**src/rtl/hpdcache_sram_wbe_req_ctrl_pkg.sv**
```systemverilog
// ---------------------------------------------------------------------------
// hpdcache_sram_req_ctrl_pkg
// Shared definitions for the write-byte-enable SRAM request controller:
//   - default geometry of the SRAM port
//   - default request struct (we, addr, wdata, be) used as the controller's
//     request type parameter
//   - performance counter width and a saturating increment helper
// Optional feature macro used by the controller: HPDCACHE_SRAM_REQ_CTRL_PERF_EN
// ---------------------------------------------------------------------------
package hpdcache_sram_req_ctrl_pkg;

    localparam int unsigned DEF_ADDR_SIZE  = 8;
    localparam int unsigned DEF_DATA_SIZE  = 64;
    localparam int unsigned PERF_CNT_WIDTH = 32;

    typedef struct packed {
        logic                         we;
        logic [DEF_ADDR_SIZE-1:0]     addr;
        logic [DEF_DATA_SIZE-1:0]     wdata;
        logic [DEF_DATA_SIZE/8-1:0]   be;
    } hpdcache_sram_req_t;

    // Counters stick at all-ones instead of wrapping back to zero.
    function automatic logic [PERF_CNT_WIDTH-1:0] sat_inc(input logic [PERF_CNT_WIDTH-1:0] v);
        return (v == '1) ? v : v + PERF_CNT_WIDTH'(1);
    endfunction

endpackage

```
**src/rtl/hpdcache_sram_wbe_req_ctrl_if.sv**
```systemverilog
// ---------------------------------------------------------------------------
// hpdcache_sram_wbe_req_ctrl_if
// Bundles the request port, the read response port and the SRAM pins of the
// request controller.
//   slave  : controller view (consumes requests, produces responses, drives SRAM)
//   master : environment view (requester, response consumer and SRAM macro)
// Handshake: a request transfers on a cycle where req_valid && req_ready; a
// response transfers on a cycle where rsp_valid && rsp_ready. The controller
// holds rsp_valid/rsp_rdata stable until the response is taken.
// ---------------------------------------------------------------------------
interface hpdcache_sram_wbe_req_ctrl_if #(
    parameter int unsigned ADDR_SIZE = 8,
    parameter int unsigned DATA_SIZE = 64
);
    logic                     req_valid;
    logic                     req_ready;
    logic                     req_we;
    logic [ADDR_SIZE-1:0]     req_addr;
    logic [DATA_SIZE-1:0]     req_wdata;
    logic [DATA_SIZE/8-1:0]   req_be;

    logic                     rsp_valid;
    logic                     rsp_ready;
    logic [DATA_SIZE-1:0]     rsp_rdata;

    logic                     sram_cs;
    logic                     sram_we;
    logic [ADDR_SIZE-1:0]     sram_addr;
    logic [DATA_SIZE-1:0]     sram_wdata;
    logic [DATA_SIZE/8-1:0]   sram_wbyteenable;
    logic [DATA_SIZE-1:0]     sram_rdata;

    modport slave (
        input  req_valid, req_we, req_addr, req_wdata, req_be, rsp_ready, sram_rdata,
        output req_ready, rsp_valid, rsp_rdata,
               sram_cs, sram_we, sram_addr, sram_wdata, sram_wbyteenable
    );

    modport master (
        output req_valid, req_we, req_addr, req_wdata, req_be, rsp_ready, sram_rdata,
        input  req_ready, rsp_valid, rsp_rdata,
               sram_cs, sram_we, sram_addr, sram_wdata, sram_wbyteenable
    );
endinterface

```
**src/rtl/hpdcache_sram_rsp_fifo.sv**
```systemverilog
// ---------------------------------------------------------------------------
// hpdcache_sram_rsp_fifo
// Registered in-order circular FIFO with wrap-around pointers modulo DEPTH.
// No bypass: data pushed into an empty FIFO appears on data_o the next cycle.
// Ports:
//   clk, rst_n        clock, asynchronous active-low reset (drops all entries)
//   push_i, data_i    write an entry
//   pop_i             remove the head entry
//   data_o            head entry (zero after reset)
//   full_o, empty_o   occupancy flags
//   count_o           number of stored entries
// ---------------------------------------------------------------------------
module hpdcache_sram_rsp_fifo #(
    parameter int unsigned DEPTH = 2,
    parameter int unsigned WIDTH = 64,
    localparam int unsigned CNT_W = $clog2(DEPTH + 1),
    localparam int unsigned PTR_W = (DEPTH > 1) ? $clog2(DEPTH) : 1
) (
    input  logic             clk,
    input  logic             rst_n,
    input  logic             push_i,
    input  logic [WIDTH-1:0] data_i,
    input  logic             pop_i,
    output logic [WIDTH-1:0] data_o,
    output logic             full_o,
    output logic             empty_o,
    output logic [CNT_W-1:0] count_o
);

    logic [WIDTH-1:0] mem_q [DEPTH];
    logic [PTR_W-1:0] wr_ptr_q, rd_ptr_q;
    logic [CNT_W-1:0] cnt_q;
    logic             do_push, do_pop;

    function automatic logic [PTR_W-1:0] ptr_inc(input logic [PTR_W-1:0] p);
        return (p == PTR_W'(DEPTH - 1)) ? '0 : p + PTR_W'(1);
    endfunction

    assign full_o  = (cnt_q == CNT_W'(DEPTH));
    assign empty_o = (cnt_q == '0);
    assign count_o = cnt_q;
    assign data_o  = mem_q[rd_ptr_q];

    // A push into a full FIFO is only legal when the head leaves that cycle.
    assign do_push = push_i && (!full_o || pop_i);
    assign do_pop  = pop_i && !empty_o;

    always_ff @(posedge clk or negedge rst_n) begin
        if (!rst_n) begin
            wr_ptr_q <= '0;
            rd_ptr_q <= '0;
            cnt_q    <= '0;
            for (int i = 0; i < int'(DEPTH); i++) begin
                mem_q[i] <= '0;
            end
        end else begin
            if (do_push) begin
                mem_q[wr_ptr_q] <= data_i;
                wr_ptr_q        <= ptr_inc(wr_ptr_q);
            end
            if (do_pop) begin
                rd_ptr_q <= ptr_inc(rd_ptr_q);
            end
            if (do_push && !do_pop) begin
                cnt_q <= cnt_q + CNT_W'(1);
            end else if (do_pop && !do_push) begin
                cnt_q <= cnt_q - CNT_W'(1);
            end
        end
    end

    always @(posedge clk) begin
        if (rst_n) begin
            assert (cnt_q <= CNT_W'(DEPTH));
        end
    end

endmodule

```
**src/rtl/hpdcache_sram_wbe_req_ctrl.sv**
```systemverilog
// ---------------------------------------------------------------------------
// hpdcache_sram_wbe_req_ctrl
// Request controller in front of a 1RW write-byte-enable SRAM. Requests are
// passed to the SRAM pins combinationally; read data (one cycle of SRAM
// latency) is captured into a response FIFO. Reads are only accepted when a
// FIFO slot is guaranteed for them, counting data still in flight.
// Ports:
//   clk, rst_n   clock, asynchronous active-low reset
//   bus          hpdcache_sram_wbe_req_ctrl_if.slave: request, response, SRAM
//   perf_*_cnt   saturating counters (only with HPDCACHE_SRAM_REQ_CTRL_PERF_EN)
// Optional feature macro: HPDCACHE_SRAM_REQ_CTRL_PERF_EN
// req_t must carry fields sized by ADDR_SIZE and DATA_SIZE.
// ---------------------------------------------------------------------------
module hpdcache_sram_wbe_req_ctrl
    import hpdcache_sram_req_ctrl_pkg::*;
#(
    parameter int unsigned ADDR_SIZE = DEF_ADDR_SIZE,
    parameter int unsigned DATA_SIZE = DEF_DATA_SIZE,
    parameter int unsigned RSP_DEPTH = 2,
    parameter type         req_t     = hpdcache_sram_req_t
) (
    input  logic                        clk,
    input  logic                        rst_n,
    hpdcache_sram_wbe_req_ctrl_if.slave bus
`ifdef HPDCACHE_SRAM_REQ_CTRL_PERF_EN
    ,
    output logic [PERF_CNT_WIDTH-1:0]   perf_rd_cnt,
    output logic [PERF_CNT_WIDTH-1:0]   perf_wr_cnt,
    output logic [PERF_CNT_WIDTH-1:0]   perf_stall_cnt
`endif
);

    localparam int unsigned CNT_W = $clog2(RSP_DEPTH + 1);

    req_t             req;
    logic             pop, rd_room, accept, rd_issue, wr_issue;
    logic             inflight_q, inflight_d;
    logic [CNT_W-1:0] fifo_cnt;
    logic [CNT_W:0]   occupancy;
    logic             fifo_full, fifo_empty;

    assign req.we    = bus.req_we;
    assign req.addr  = bus.req_addr;
    assign req.wdata = bus.req_wdata;
    assign req.be    = bus.req_be;

    assign pop = bus.rsp_valid && bus.rsp_ready;

    // Slots taken once this cycle settles: stored entries plus the read whose
    // data lands next cycle, minus the entry leaving now. The rsp_ready ->
    // req_ready path through pop is combinational on purpose.
    assign occupancy = {1'b0, fifo_cnt} + (CNT_W + 1)'(inflight_q) - (CNT_W + 1)'(pop);
    assign rd_room   = occupancy < (CNT_W + 1)'(RSP_DEPTH);

    assign bus.req_ready = req.we || rd_room;

    // Nothing reaches the SRAM while reset is held, even with req_valid high.
    assign accept   = rst_n && bus.req_valid && bus.req_ready;
    assign rd_issue = accept && !req.we;
    assign wr_issue = accept && req.we && (req.be != '0);

    // A write with no enabled byte is consumed without touching the SRAM.
    assign bus.sram_cs          = rd_issue || wr_issue;
    assign bus.sram_we          = req.we;
    assign bus.sram_addr        = ADDR_SIZE'(req.addr);
    assign bus.sram_wdata       = DATA_SIZE'(req.wdata);
    assign bus.sram_wbyteenable = req.be;

    assign inflight_d = rd_issue;

    always_ff @(posedge clk or negedge rst_n) begin
        if (!rst_n) begin
            inflight_q <= 1'b0;
        end else begin
            inflight_q <= inflight_d;
        end
    end

    hpdcache_sram_rsp_fifo #(
        .DEPTH (RSP_DEPTH),
        .WIDTH (DATA_SIZE)
    ) u_fifo (
        .clk     (clk),
        .rst_n   (rst_n),
        .push_i  (inflight_q),
        .data_i  (bus.sram_rdata),
        .pop_i   (pop),
        .data_o  (bus.rsp_rdata),
        .full_o  (fifo_full),
        .empty_o (fifo_empty),
        .count_o (fifo_cnt)
    );

    assign bus.rsp_valid = !fifo_empty;

    // The read reservation must make a push into a full FIFO impossible.
    always @(posedge clk) begin
        if (rst_n) begin
            assert (!(inflight_q && fifo_full && !pop));
        end
    end

`ifdef HPDCACHE_SRAM_REQ_CTRL_PERF_EN
    logic [PERF_CNT_WIDTH-1:0] perf_rd_q, perf_wr_q, perf_stall_q;

    always_ff @(posedge clk or negedge rst_n) begin
        if (!rst_n) begin
            perf_rd_q    <= '0;
            perf_wr_q    <= '0;
            perf_stall_q <= '0;
        end else begin
            if (rd_issue) perf_rd_q <= sat_inc(perf_rd_q);
            if (wr_issue) perf_wr_q <= sat_inc(perf_wr_q);
            if (bus.req_valid && !bus.req_ready) perf_stall_q <= sat_inc(perf_stall_q);
        end
    end

    assign perf_rd_cnt    = perf_rd_q;
    assign perf_wr_cnt    = perf_wr_q;
    assign perf_stall_cnt = perf_stall_q;
`endif

endmodule

```
**src/flat_wrapper.sv**
```systemverilog
// flat-port wrapper written by rule: the top's interface ports become plain ports
module hpdcache_sram_wbe_req_ctrl_flat import hpdcache_sram_req_ctrl_pkg::*;
#(
    parameter int unsigned ADDR_SIZE = DEF_ADDR_SIZE,
    parameter int unsigned DATA_SIZE = DEF_DATA_SIZE,
    parameter int unsigned RSP_DEPTH = 2,
    parameter type         req_t     = hpdcache_sram_req_t
)
  (clk, rst_n, bus_req_valid, bus_req_we, bus_req_addr, bus_req_wdata, bus_req_be, bus_rsp_ready, bus_sram_rdata, bus_req_ready, bus_rsp_valid, bus_rsp_rdata, bus_sram_cs, bus_sram_we, bus_sram_addr, bus_sram_wdata, bus_sram_wbyteenable);
  hpdcache_sram_wbe_req_ctrl_if #(.ADDR_SIZE(ADDR_SIZE), .DATA_SIZE(DATA_SIZE)) bus_i ();
  input  logic clk;
  input  logic rst_n;
  input wire logic [$bits(bus_i.req_valid)-1:0] bus_req_valid;
  input wire logic [$bits(bus_i.req_we)-1:0] bus_req_we;
  input wire logic [$bits(bus_i.req_addr)-1:0] bus_req_addr;
  input wire logic [$bits(bus_i.req_wdata)-1:0] bus_req_wdata;
  input wire logic [$bits(bus_i.req_be)-1:0] bus_req_be;
  input wire logic [$bits(bus_i.rsp_ready)-1:0] bus_rsp_ready;
  input wire logic [$bits(bus_i.sram_rdata)-1:0] bus_sram_rdata;
  output wire logic [$bits(bus_i.req_ready)-1:0] bus_req_ready;
  output wire logic [$bits(bus_i.rsp_valid)-1:0] bus_rsp_valid;
  output wire logic [$bits(bus_i.rsp_rdata)-1:0] bus_rsp_rdata;
  output wire logic [$bits(bus_i.sram_cs)-1:0] bus_sram_cs;
  output wire logic [$bits(bus_i.sram_we)-1:0] bus_sram_we;
  output wire logic [$bits(bus_i.sram_addr)-1:0] bus_sram_addr;
  output wire logic [$bits(bus_i.sram_wdata)-1:0] bus_sram_wdata;
  output wire logic [$bits(bus_i.sram_wbyteenable)-1:0] bus_sram_wbyteenable;
  assign bus_i.req_valid = bus_req_valid;
  assign bus_i.req_we = bus_req_we;
  assign bus_i.req_addr = bus_req_addr;
  assign bus_i.req_wdata = bus_req_wdata;
  assign bus_i.req_be = bus_req_be;
  assign bus_i.rsp_ready = bus_rsp_ready;
  assign bus_i.sram_rdata = bus_sram_rdata;
  assign bus_req_ready = bus_i.req_ready;
  assign bus_rsp_valid = bus_i.rsp_valid;
  assign bus_rsp_rdata = bus_i.rsp_rdata;
  assign bus_sram_cs = bus_i.sram_cs;
  assign bus_sram_we = bus_i.sram_we;
  assign bus_sram_addr = bus_i.sram_addr;
  assign bus_sram_wdata = bus_i.sram_wdata;
  assign bus_sram_wbyteenable = bus_i.sram_wbyteenable;
  hpdcache_sram_wbe_req_ctrl #(.ADDR_SIZE(ADDR_SIZE), .DATA_SIZE(DATA_SIZE), .RSP_DEPTH(RSP_DEPTH), .req_t(req_t)) u_core (.clk(clk), .rst_n(rst_n), .bus(bus_i));
endmodule
```
**config.mk**
```make
export PLATFORM = sky130hd
export DESIGN_NAME = hpdcache_sram_wbe_req_ctrl_flat
export DESIGN_NICKNAME = d
export VERILOG_FILES = /design/src/rtl/hpdcache_sram_wbe_req_ctrl_pkg.sv /design/src/rtl/hpdcache_sram_wbe_req_ctrl_if.sv /design/src/rtl/hpdcache_sram_rsp_fifo.sv /design/src/rtl/hpdcache_sram_wbe_req_ctrl.sv /design/src/flat_wrapper.sv
export SDC_FILE = /design/constraint.sdc
export NUM_CORES = 1
export LEC_CHECK = 0
export CORE_ASPECT_RATIO = 1.5
export CORE_MARGIN = 1.5
export CORE_UTILIZATION = 38
export DETAILED_ROUTE_END_ITERATION = 8
export PLACE_DENSITY = 0.83
export REMOVE_ABC_BUFFERS = 1
export SYNTH_ARGS = -nofsm -noshare
export SYNTH_HDL_FRONTEND = slang
export SYNTH_SLANG_ARGS = --single-unit
```
**constraint.sdc**
```tcl
create_clock -name clk -period 2.1 [get_ports clk]
set_input_delay 0.315 -clock clk [delete_from_list [all_inputs] [get_ports clk]]
set_output_delay 0.315 -clock clk [all_outputs]
set_load 0.005 [all_outputs]
```
After elaboration in Yosys (flattened, before gate mapping). Cells that the tools add are included.

$add $sub $neg: 6. Magnitude comparators: 4. Equality and inequality tests: 1. Muxes and demuxes: 10. Bitwise logic cells: 2. Reduce and logical (&&, ||, !) cells: 22.

Operators by type and width (count): $mux 64 (4); $bwmux 128 (1); $demux 64 s1 (1); $logic_and 1x1->1 (11); $reduce_bool 8->1 (1); $logic_not 1->1 (5); $ge 2x2->1 const B (2); $mux 2 (2); $not 1->2 (2); $add 2x1->3 (1); $logic_or 1x1->1 (3); $lt 3x2->1 const B (1); $sub 3x1->3 (1); $add 1x1->1 const B (2); $add 2x1->2 const B (1); $eq 2x2->1 const B (1); $logic_not 2->1 (1); $lt 2x1->1 const B (1); $mux 1 (2); $reduce_bool 2->1 (1); $sub 2x1->2 const B (1).

Flip-flop bits (word level): 133. Input bits: 149. Output and inout bits: 148. Logic and storage cells: 51.

Logic depth before layout (Yosys ltp).
Depth after elaboration: 10. Mapped depth: 9. Depth with buffers taken out: 9.

Cells and area by module. Synthesis repeated with hierarchy kept, for this count alone.

Cells, all modules: 458. Area total of the unflattened synthesis: 6784.0 um^2.

Modules (own cells, without submodules): hpdcache_sram_rsp_fifo (instances 1, cells an instance 359, area each 6032.0 um^2, sequential area each 3303.2 um^2); hpdcache_sram_wbe_req_ctrl (instances 1, cells an instance 99, area each 752.0 um^2, sequential area each 25.0 um^2).

Worst setup path before layout. OpenSTA, ideal clock, no wires.

Kind: flip-flop to output port. From: register u_core.u_fifo.cnt_q[0], in the netlist u_core.u_fifo.count_o[0]. To: output port bus_sram_cs. Arrival: 2.121 ns. Required time: 1.785 ns. Path slack: -0.336 ns. Stages on the path, launching flop included: 9. Buffers on the path: 0. Cells stage by stage: dfrtp_1 -> or2_2 -> nand2_1 -> inv_1 -> ha_1 -> nor2b_1 -> fa_1 -> o21bai_1 -> and3b_1.

Longest elaborated chain between the ends: 10. Elaborated cells between the ends (all ways): 12.

Ends and longest elaborated chain: start: declaration (RTL line hpdcache_sram_rsp_fifo.sv:32) `logic [CNT_W-1:0] cnt_q;`; start signal: assignment (RTL line hpdcache_sram_rsp_fifo.sv:65) `cnt_q <= cnt_q + CNT_W'(1);`; start signal: assignment (RTL line hpdcache_sram_rsp_fifo.sv:67) `cnt_q <= cnt_q - CNT_W'(1);`; $logic_not 2->1 * (RTL line hpdcache_sram_rsp_fifo.sv:40) `assign empty_o = (cnt_q == '0);`; $logic_not 1->1 * (RTL line hpdcache_sram_wbe_req_ctrl.sv:94) `assign bus.rsp_valid = !fifo_empty;`; net bus_rsp_valid (RTL line flat_wrapper.sv:21) `output wire logic [$bits(bus_i.rsp_valid)-1:0] bus_rsp_valid;`; $logic_and 1x1->1 * (RTL line hpdcache_sram_wbe_req_ctrl.sv:47) `assign pop = bus.rsp_valid && bus.rsp_ready;`; $sub 3x1->3 * (RTL line hpdcache_sram_wbe_req_ctrl.sv:52) `assign occupancy = {1'b0, fifo_cnt} + (CNT_W + 1)'(inflight_q) - (CNT_W + 1)'(pop);`; $lt 3x2->1 * (RTL line hpdcache_sram_wbe_req_ctrl.sv:53) `assign rd_room = occupancy < (CNT_W + 1)'(RSP_DEPTH);`; $logic_or 1x1->1 * (RTL line hpdcache_sram_wbe_req_ctrl.sv:55) `assign bus.req_ready = req.we || rd_room;`; net bus_req_ready (RTL line flat_wrapper.sv:20) `output wire logic [$bits(bus_i.req_ready)-1:0] bus_req_ready;`; $logic_and 1x1->1 * (RTL line hpdcache_sram_wbe_req_ctrl.sv:58) `assign accept = rst_n && bus.req_valid && bus.req_ready;`; $logic_and 1x1->1 (2 in series) (RTL line hpdcache_sram_wbe_req_ctrl.sv:60) `assign wr_issue = accept && req.we && (req.be != '0);`; $logic_or 1x1->1 * (RTL line hpdcache_sram_wbe_req_ctrl.sv:63) `assign bus.sram_cs = rd_issue || wr_issue;`; end: declaration (RTL line flat_wrapper.sv:23) `output wire logic [$bits(bus_i.sram_cs)-1:0] bus_sram_cs;`.

Mark *: on every way through the listed nets, which the timed path passes. The rest lies on a longest branch.

Final worst setup path.
From: register u_core.u_fifo.cnt_q[1], in the netlist u_core.u_fifo.count_o[1]. To: output port bus_sram_cs.

Longest elaborated chain between the ends: 10. Elaborated cells between the ends (all ways): 12.

Ends and longest elaborated chain (RTL line): parallel branches: the longest is 3 deep, another holds $add 2x1->3; $sub 3x1->3 * (hpdcache_sram_wbe_req_ctrl.sv:52); $lt 3x2->1 * (hpdcache_sram_wbe_req_ctrl.sv:53); $logic_or 1x1->1 * (hpdcache_sram_wbe_req_ctrl.sv:55); $logic_and 1x1->1 * (hpdcache_sram_wbe_req_ctrl.sv:58); $logic_and 1x1->1 (2 in series) (hpdcache_sram_wbe_req_ctrl.sv:60); $logic_or 1x1->1 * (hpdcache_sram_wbe_req_ctrl.sv:63).

Mark *: on every way between the ends.

==> out/results.ini <==
[placed_design]
dp_hpwl_mm=17.2
dp_cells=734
routabilityCongestion=0.859
port_buffers=152

[power_and_ir_drop]
ir_worst_vdd_mv=0.833
comb_power_share_pct=45.2
pwr-share-clk_pct=21.5
p_sw_mw=4.03
swShare_pct=29.4
power_frac_seq_pct=33.3
p_leak_nw=3.60
power_mw=13.7
p_int_mw=9.70
power.density_mw_per_mm2=1590

[clocking]
cts_tree=built
cts_htree_levels=4
clkTransAtPathRegs_ps=60
clk_path_buf_depth=2
clock-sinks=133
cts_buffers=17
cts_root_buf=clkbuf_16
insertion_delay_ps=400

[detailed_routing]
drt-wirelength-per-cell_um=28.6
drtIter0Drc=98
num_vias=4050
drtAntennaViolNets=0
drc=0
dr.pass1.iters=4
wirelength_mm=22.6
via_per_inst=5.13

[sta]
hold_viol_final=0
fin_ws_ps=-853
fmax_mhz=339
max_slew_margin_pct=52.4
holdWs_ps=57.8
tightest_slew_ps=714
skew_ps=7.11
drv_slew=0
rsz0062_at_grt=true
period_needed_ps=2950
period_share_pct=141
finalSetupViolCount=2

[floorplanning]
coreArea_mm2=0.0167
chipHeight_um=163
die-width_um=109
start_util_pct=38.7
row_count=58
die_area_mm2=0.0178
ios=297

[critical_path]
cp.arrival_ps=2640
cp-start-kind=register
max_stage_delay_ps=460
reg2reg_from=u_core.u_fifo.count_o[1]
crit_required_ps=1780
cp_cell_sequence=or2_4 -> nand2_4 -> inv_4 -> ha_4 -> nor2b_2 -> fa_2 -> o21bai_1 -> buf_4 -> and3b_1 -> buf_2
path_max_fanout=2
path_class=register to output port
slowest_stage=fa_2
end_kind=output port
startpoint=u_core.u_fifo.count_o[1]

[finish]
num_antenna_cells=0
layoutNonFillerInstCount=790
utilization_pct=51.8
drive_gt1_share_pct=50.2
n_fill_cell=1442
synthToLayoutAreaGrowth_pct=33.9
finalNetCount=719

[synth]
yosysSeqAreaShare_pct=51.5
syn_avg_cell_area_um2=14.2
synth_seq_cells=133
ys_warn_count=0
syn_inst=455
syn_area_mm2=0.00646
synth_cell_type_count=23

[grt]
grt_max_degree=134
overflow=0
grt_pass1_wl_mm=31.1
grt_pass1_vias=4622
grt_usage_pct=25.5
antenna_found_initial=0

[worst_hold_path]
min_path_type=primary input to asynchronous set/reset pin

[run]
drv_cap=0

[status]
status=finished, violations left
violations=setup timing

-- cells in the mapped netlist --
cell	n	area, µm²
buf_2	11	55.1
nor3b_4	1	18.8
nor3_4	1	16.3
and3b_1	1	8.76
fa_1	1	20.0
dfrtp_1	133	3330
nor4_1	2	12.5
ha_1	2	25.0
nor2b_1	1	6.26
xor2_1	2	17.5
nand2_1	3	11.3
or2_2	1	6.26
buf_6	6	67.6
nand4_1	1	6.26
o21bai_1	1	7.51
mux2_1	6	67.6
clkbuf_1	2	7.51
nor2_4	1	11.3
buf_4	81	608
nor2_1	4	15.0
inv_1	4	15.0
xnor2_1	4	35.0
mux2_2	186	2090
-- final cells by class --
cell class / instances / area, µm² / share of cell area, %
inverters: 4 / 17.5 / 0.203
clock buffers: 19 / 443 / 5.12
multi-input cells: 218 / 2430 / 28.1
clock inverters: 13 / 148 / 1.71
flip-flops and latches: 133 / 3330 / 38.5
repair buffers: 193 / 2020 / 23.3
well taps: 210 / 263 / 3.04
-- cell families (layout without fill, tap and decap cells) --
logic type                 after synthesis  count (layout)  share of synthesized area (%)
AOI/OAI and AO/OA                        1               1                          0.116
and+or+nand+nor                         16              16                           1.74
xor gates and xnor gates                 6               6                          0.813
muxes                                  192             192                           33.5
DFF                                    133             133                           51.5
buffers and inverters                  104             229                           11.7
adders and majority gates                3               3                          0.697
-- power by group through the flow --
stage,logic (mW),clock network (mW),registers [mW]
finish,6.21,2.95,4.57
global route,6.63,3.14,4.71
CTS,6.19,3.01,4.55
detailed placement,5.80,0,4.59
global placement,5.61,0,4.43
floorplan,2.77,0,4.50
-- per-stage QoR --
stage                     worst slack, ps  area (µm²)  TNS [ps]
final                                -853        8650     -1530
after global routing                 -947        8650     -1730
after global placement               -786        7740     -1520
after floorplan                      -536        5720    -51520
after detailed placement             -919        7740     -2020
after CTS                            -825        8650     -2650
-- sequential cells by signal, indices dropped and copies added (netlist names) --
name,count
u_core.u_fifo.count_o,2
u_core.u_fifo.mem_q,128
u_core.u_fifo.rd_ptr_q,1
u_core.inflight_q,1
u_core.u_fifo.wr_ptr_q,1
-- worst paths after layout --
path	to	slack, ps	cells past startpoint
min	u_core.u_fifo.mem_q[77]	60	2
max in group asynchronous	u_core.u_fifo.rd_ptr_q	1490	2
max	bus_sram_cs	-850	10
min reg2reg	u_core.u_fifo.mem_q[34]	480	1
max reg2reg	u_core.inflight_q	40	8
min in group clk	u_core.inflight_q	230	3
-- routing by layer --
metal / up-vias / part of all wire [%] / GRT usage (%)
li1: 1730 / - / -
met2: 260 / 50 / 43.3
met5: - / 0.78 / 7.14
met1: 2016 / 24 / 18.0
met3: 40 / 20 / 22.8
met4: 4 / 5.1 / 12.6
-- worst max-delay path: cells and delay by family, from the launching register on --
| kind | cells | cell delay, ps |
|---|---|---|
| fa+ha+maj | 2 | 690 |
| simple gates | 4 | 630 |
| flops | 1 | 380 |
| buf+inv | 3 | 300 |
| compound gates | 1 | 250 |
-- cells in the final DEF, fill, tap and decap left out, types with 3 or more instances in the layout --
| cell type | instances |
|---|---|
| clkinvlp_4 | 4 |
| buf_6 | 5 |
| buf_4 | 19 |
| dfrtp_1 | 132 |
| clkdlybuf4s15_1 | 27 |
| nor2_1 | 4 |
| inv_6 | 4 |
| xnor2_1 | 3 |
| dlygate4sd2_1 | 19 |
| buf_12 | 12 |
| inv_1 | 3 |
| buf_16 | 5 |
| mux2_2 | 185 |
| clkbuf_2 | 15 |
| clkdlybuf4s50_1 | 85 |
| clkbuf_16 | 18 |
| mux2_1 | 6 |
-- repair_timing --
item,4_1_cts,5_1_grt
resized for setup,123,39
hold buffers,0,0
setup endpoints to repair,67,37
setup buffers,17,3
cloned,5,1
pin swaps,7,5
No activity file was read; power rests on OpenSTA's default activity.
==> RTL edit (same flow settings) <==
`RSP_DEPTH` is set to 2 in 2 places; all go to 4.
--- a/src/rtl/hpdcache_sram_wbe_req_ctrl.sv
+++ b/src/rtl/hpdcache_sram_wbe_req_ctrl.sv
@@ -16,7 +16,7 @@
 #(
     parameter int unsigned ADDR_SIZE = DEF_ADDR_SIZE,
     parameter int unsigned DATA_SIZE = DEF_DATA_SIZE,
-    parameter int unsigned RSP_DEPTH = 2,
+    parameter int unsigned RSP_DEPTH = 4,
     parameter type         req_t     = hpdcache_sram_req_t
 ) (
     input  logic                        clk,
--- a/src/flat_wrapper.sv
+++ b/src/flat_wrapper.sv
@@ -3,7 +3,7 @@
 #(
     parameter int unsigned ADDR_SIZE = DEF_ADDR_SIZE,
     parameter int unsigned DATA_SIZE = DEF_DATA_SIZE,
-    parameter int unsigned RSP_DEPTH = 2,
+    parameter int unsigned RSP_DEPTH = 4,
     parameter type         req_t     = hpdcache_sram_req_t
 )
   (clk, rst_n, bus_req_valid, bus_req_we, bus_req_addr, bus_req_wdata, bus_req_be, bus_rsp_ready, bus_sram_rdata, bus_req_ready, bus_rsp_valid, bus_rsp_rdata, bus_sram_cs, bus_sram_we, bus_sram_addr, bus_sram_wdata, bus_sram_wbyteenable);
Behaviour: not the same (Yosys sat finds a counterexample within 4 cycles, from zero or initial values and one cycle with rst_n low).
==> RTL edit against the original RTL <==
First-iteration DRC count rose to 3.5 times the old value. Design area up 93%. Wire length up 66%. Highest routed layer unchanged. Hold slack better by 0.36 ns. The run still ends with setup timing left. Global-route usage down 4.1 points. Critical path type unchanged. Total power up 78%. Synthesized area up 91%. Sequential cell count up 131. Setup slack better by 0.18 ns. Core utilization up 0.68 points. Largest cell class unchanged. Critical endpoint unchanged. Register-to-register slack worse by 0.22 ns.
==> RTL edit: results (changes against the original RTL) <==
fraction of the mapped netlist area in adder cells=0.01076 (+0.003793); multiplexer fraction of the synthesized cell area=0.3528 (+0.01817); first-pass GRT wire length=52460 microns (+69%); synth top area cells=sky130_fd_sc_hd__dfrtp_1 54%, sky130_fd_sc_hd__mux2_1 22%, sky130_fd_sc_hd__mux4_2 12%; Placed Instance Area=13990 sq um (+81%); minimum hold slack=0.4160 ns (+0.3582 ns); amount of wire on met3 after detailed routing=4453 microns (-1.1%); number of global-route vias before repair=8057 (+74%); routability congestion estimate=0.7501 (-13%); deepest level of the CTS H-tree=1 (-3); worst hold endpoint=u_core.inflight_q; top cells by count, synth=264 x sky130_fd_sc_hd__dfrtp_1, 240 x sky130_fd_sc_hd__mux2_1, 81 x sky130_fd_sc_hd__buf_4; violations in the final reports=setup timing; met2 wire len=17800 microns (+57%); Post-Place Setup Slack=-0.8249 ns (+0.09450 ns); sequential share of the synthesized area=0.5362 (+0.02110); total of endpoints with negative setup slack in the final report=310 (+308); MaxCap Viol Count=0 (unchanged); post-synthesis cell count=755 (+66%); placed instance count=1238 (+69%); Synth Area in Compound Gates=0.003250 (+0.002088); Fin Clk Skew=0.01864 ns (+0.01153 ns); hold crit path type=input pin to flop; worst rel slew slack=0.3533 (-0.1709); Longest Clk Path Bufs=3 (+1); DP Wirelength=21490 microns (+25%); reg-to-reg setup timing slack=-0.18 ns (-0.22 ns); net switching power figure=7.104 mW (+76%); Static Leakage=8.019 nW (+120%); end of the worst register-to-register path=u_core.u_fifo.count_o[1]; peak supply drop=0.8086 mV (-3.0%); Critical Path Fanout Max=2 (unchanged); M1 WL=14280 microns (+160%); net total in the final layout=1094 (+52%); total routing usage reported by global routing=0.2134 (-0.04108); number of library cell types mapped by synthesis=31 (+35%); r2r startpoint=u_core.u_fifo.count_o[2]; Arr. time, crit path=2.46 ns (-0.18 ns); CTS Buf Count=27 (+10); fraction of layout cells with a size suffix above 1=0.4727 (-0.02904); # fillers=2516 (+74%); Avg Vias per Cell=5.384 (+5.0%); pin count of the biggest net entering global routing=161 (+20%); setup_tns=-37.72 ns (-36.20 ns); crit path setup slack, layout=-0.6740 ns (+0.1786 ns); cells on worst reg2reg path=9 (+1); slowest CP cell=sky130_fd_sc_hd__or3_1; xor and xnor fraction of the mapped netlist area=0.002133 (-0.006001); clock network latency to the later pin of the worst-skew pair=0.55 ns (+0.15 ns); run status=finished, violations left; total routed wirelength=37430 microns (+66%); Max stage delay on crit path=0.38 ns (-0.08 ns); Detailed Route Iter0 Violations=340 (+250%); max reg flops=256 (+100%); initial antenna violation count=2 (+2); total number of vias=7339 (+81%)
## RTL edit: changes by cell type after synthesis, sizes merged, moves of 4 or more
cell | unedited run | this run
inv | 4 | 8
mux4 | 0 | 64
ha | 2 | 9
nand2 | 3 | 7
dfrtp | 133 | 264
mux2 | 192 | 258
buf | 98 | 115
## RTL edit: worst max-delay path by stage
stage	start	to	slack, ns	depth (start not counted)
floorplan	u_core.u_fifo.rd_ptr_q[0]	bus_rsp_rdata[0]	-1.48	1
global placement	bus_rsp_ready	bus_sram_cs	-0.71	11
detailed placement	bus_rsp_ready	bus_sram_cs	-0.82	11
CTS	u_core.u_fifo.count_o[2]	bus_sram_cs	-0.69	11
global route	u_core.u_fifo.count_o[0]	bus_sram_cs	-0.81	11
finish	u_core.u_fifo.count_o[0]	bus_sram_cs	-0.67	11
## RTL edit: power by group through the flow
stage | logic, mW | registers, mW | clock network, mW
final | 10.7 | 8.86 | 4.86
after global routing | 11.4 | 9.11 | 5.19
after CTS | 9.75 | 8.71 | 4.98
after detailed placement | 8.65 | 8.80 | 0
after global placement | 8.42 | 8.60 | 0
after floorplan | 4.33 | 8.73 | 0
## RTL edit: repair_timing
item                                    CTS  global route
pin swaps                                14             7
gates cloned                             26             9
resized for setup                       366           174
hold endpoints to repair                104             5
hold buffers                              1             1
endpoints found under the setup margin  141           318
buffers inserted                         36            28
## RTL edit: routing by layer
| metal | track usage | vias up |
|---|---|---|
| met2 | 0.3307 | 330 |
| met5 | 0.04091 | - |
| met1 | 0.2569 | 3889 |
| li1 | - | 3064 |
| met3 | 0.1136 | 50 |
| met4 | 0.05218 | 6 |
## RTL edit: worst max-delay path, delay by kind of cell (launching register included)
| family | cells | cell delay, ns |
|---|---|---|
| flip-flops | 1 | 0.37 |
| AND/OR/NAND/NOR | 6 | 1.06 |
| adder cells (fa/ha/maj) | 2 | 0.27 |
| buffers and inverters | 3 | 0.22 |
## RTL edit: final cells by class
type / instances / area [sq um] / share of cell area
sequential: 264 / 6614 / 0.3958
multi-input combinational: 366 / 5335 / 0.3193
timing repair buffer: 268 / 3331 / 0.1993
clock buffer: 37 / 753.2 / 0.04507
tap: 410 / 513.0 / 0.03070
clock inverter: 9 / 130.1 / 0.007787
inverter: 8 / 32.53 / 0.001947
antenna: 1 / 2.502 / 0.0001497
## RTL edit: kinds of logic after synthesis
family          count (synthesis)
compound gates                  6
xor+xnor                        3
fa+ha+maj                      10
buf+inv                       128
flops                         264
mux                           322
simple gates                   22
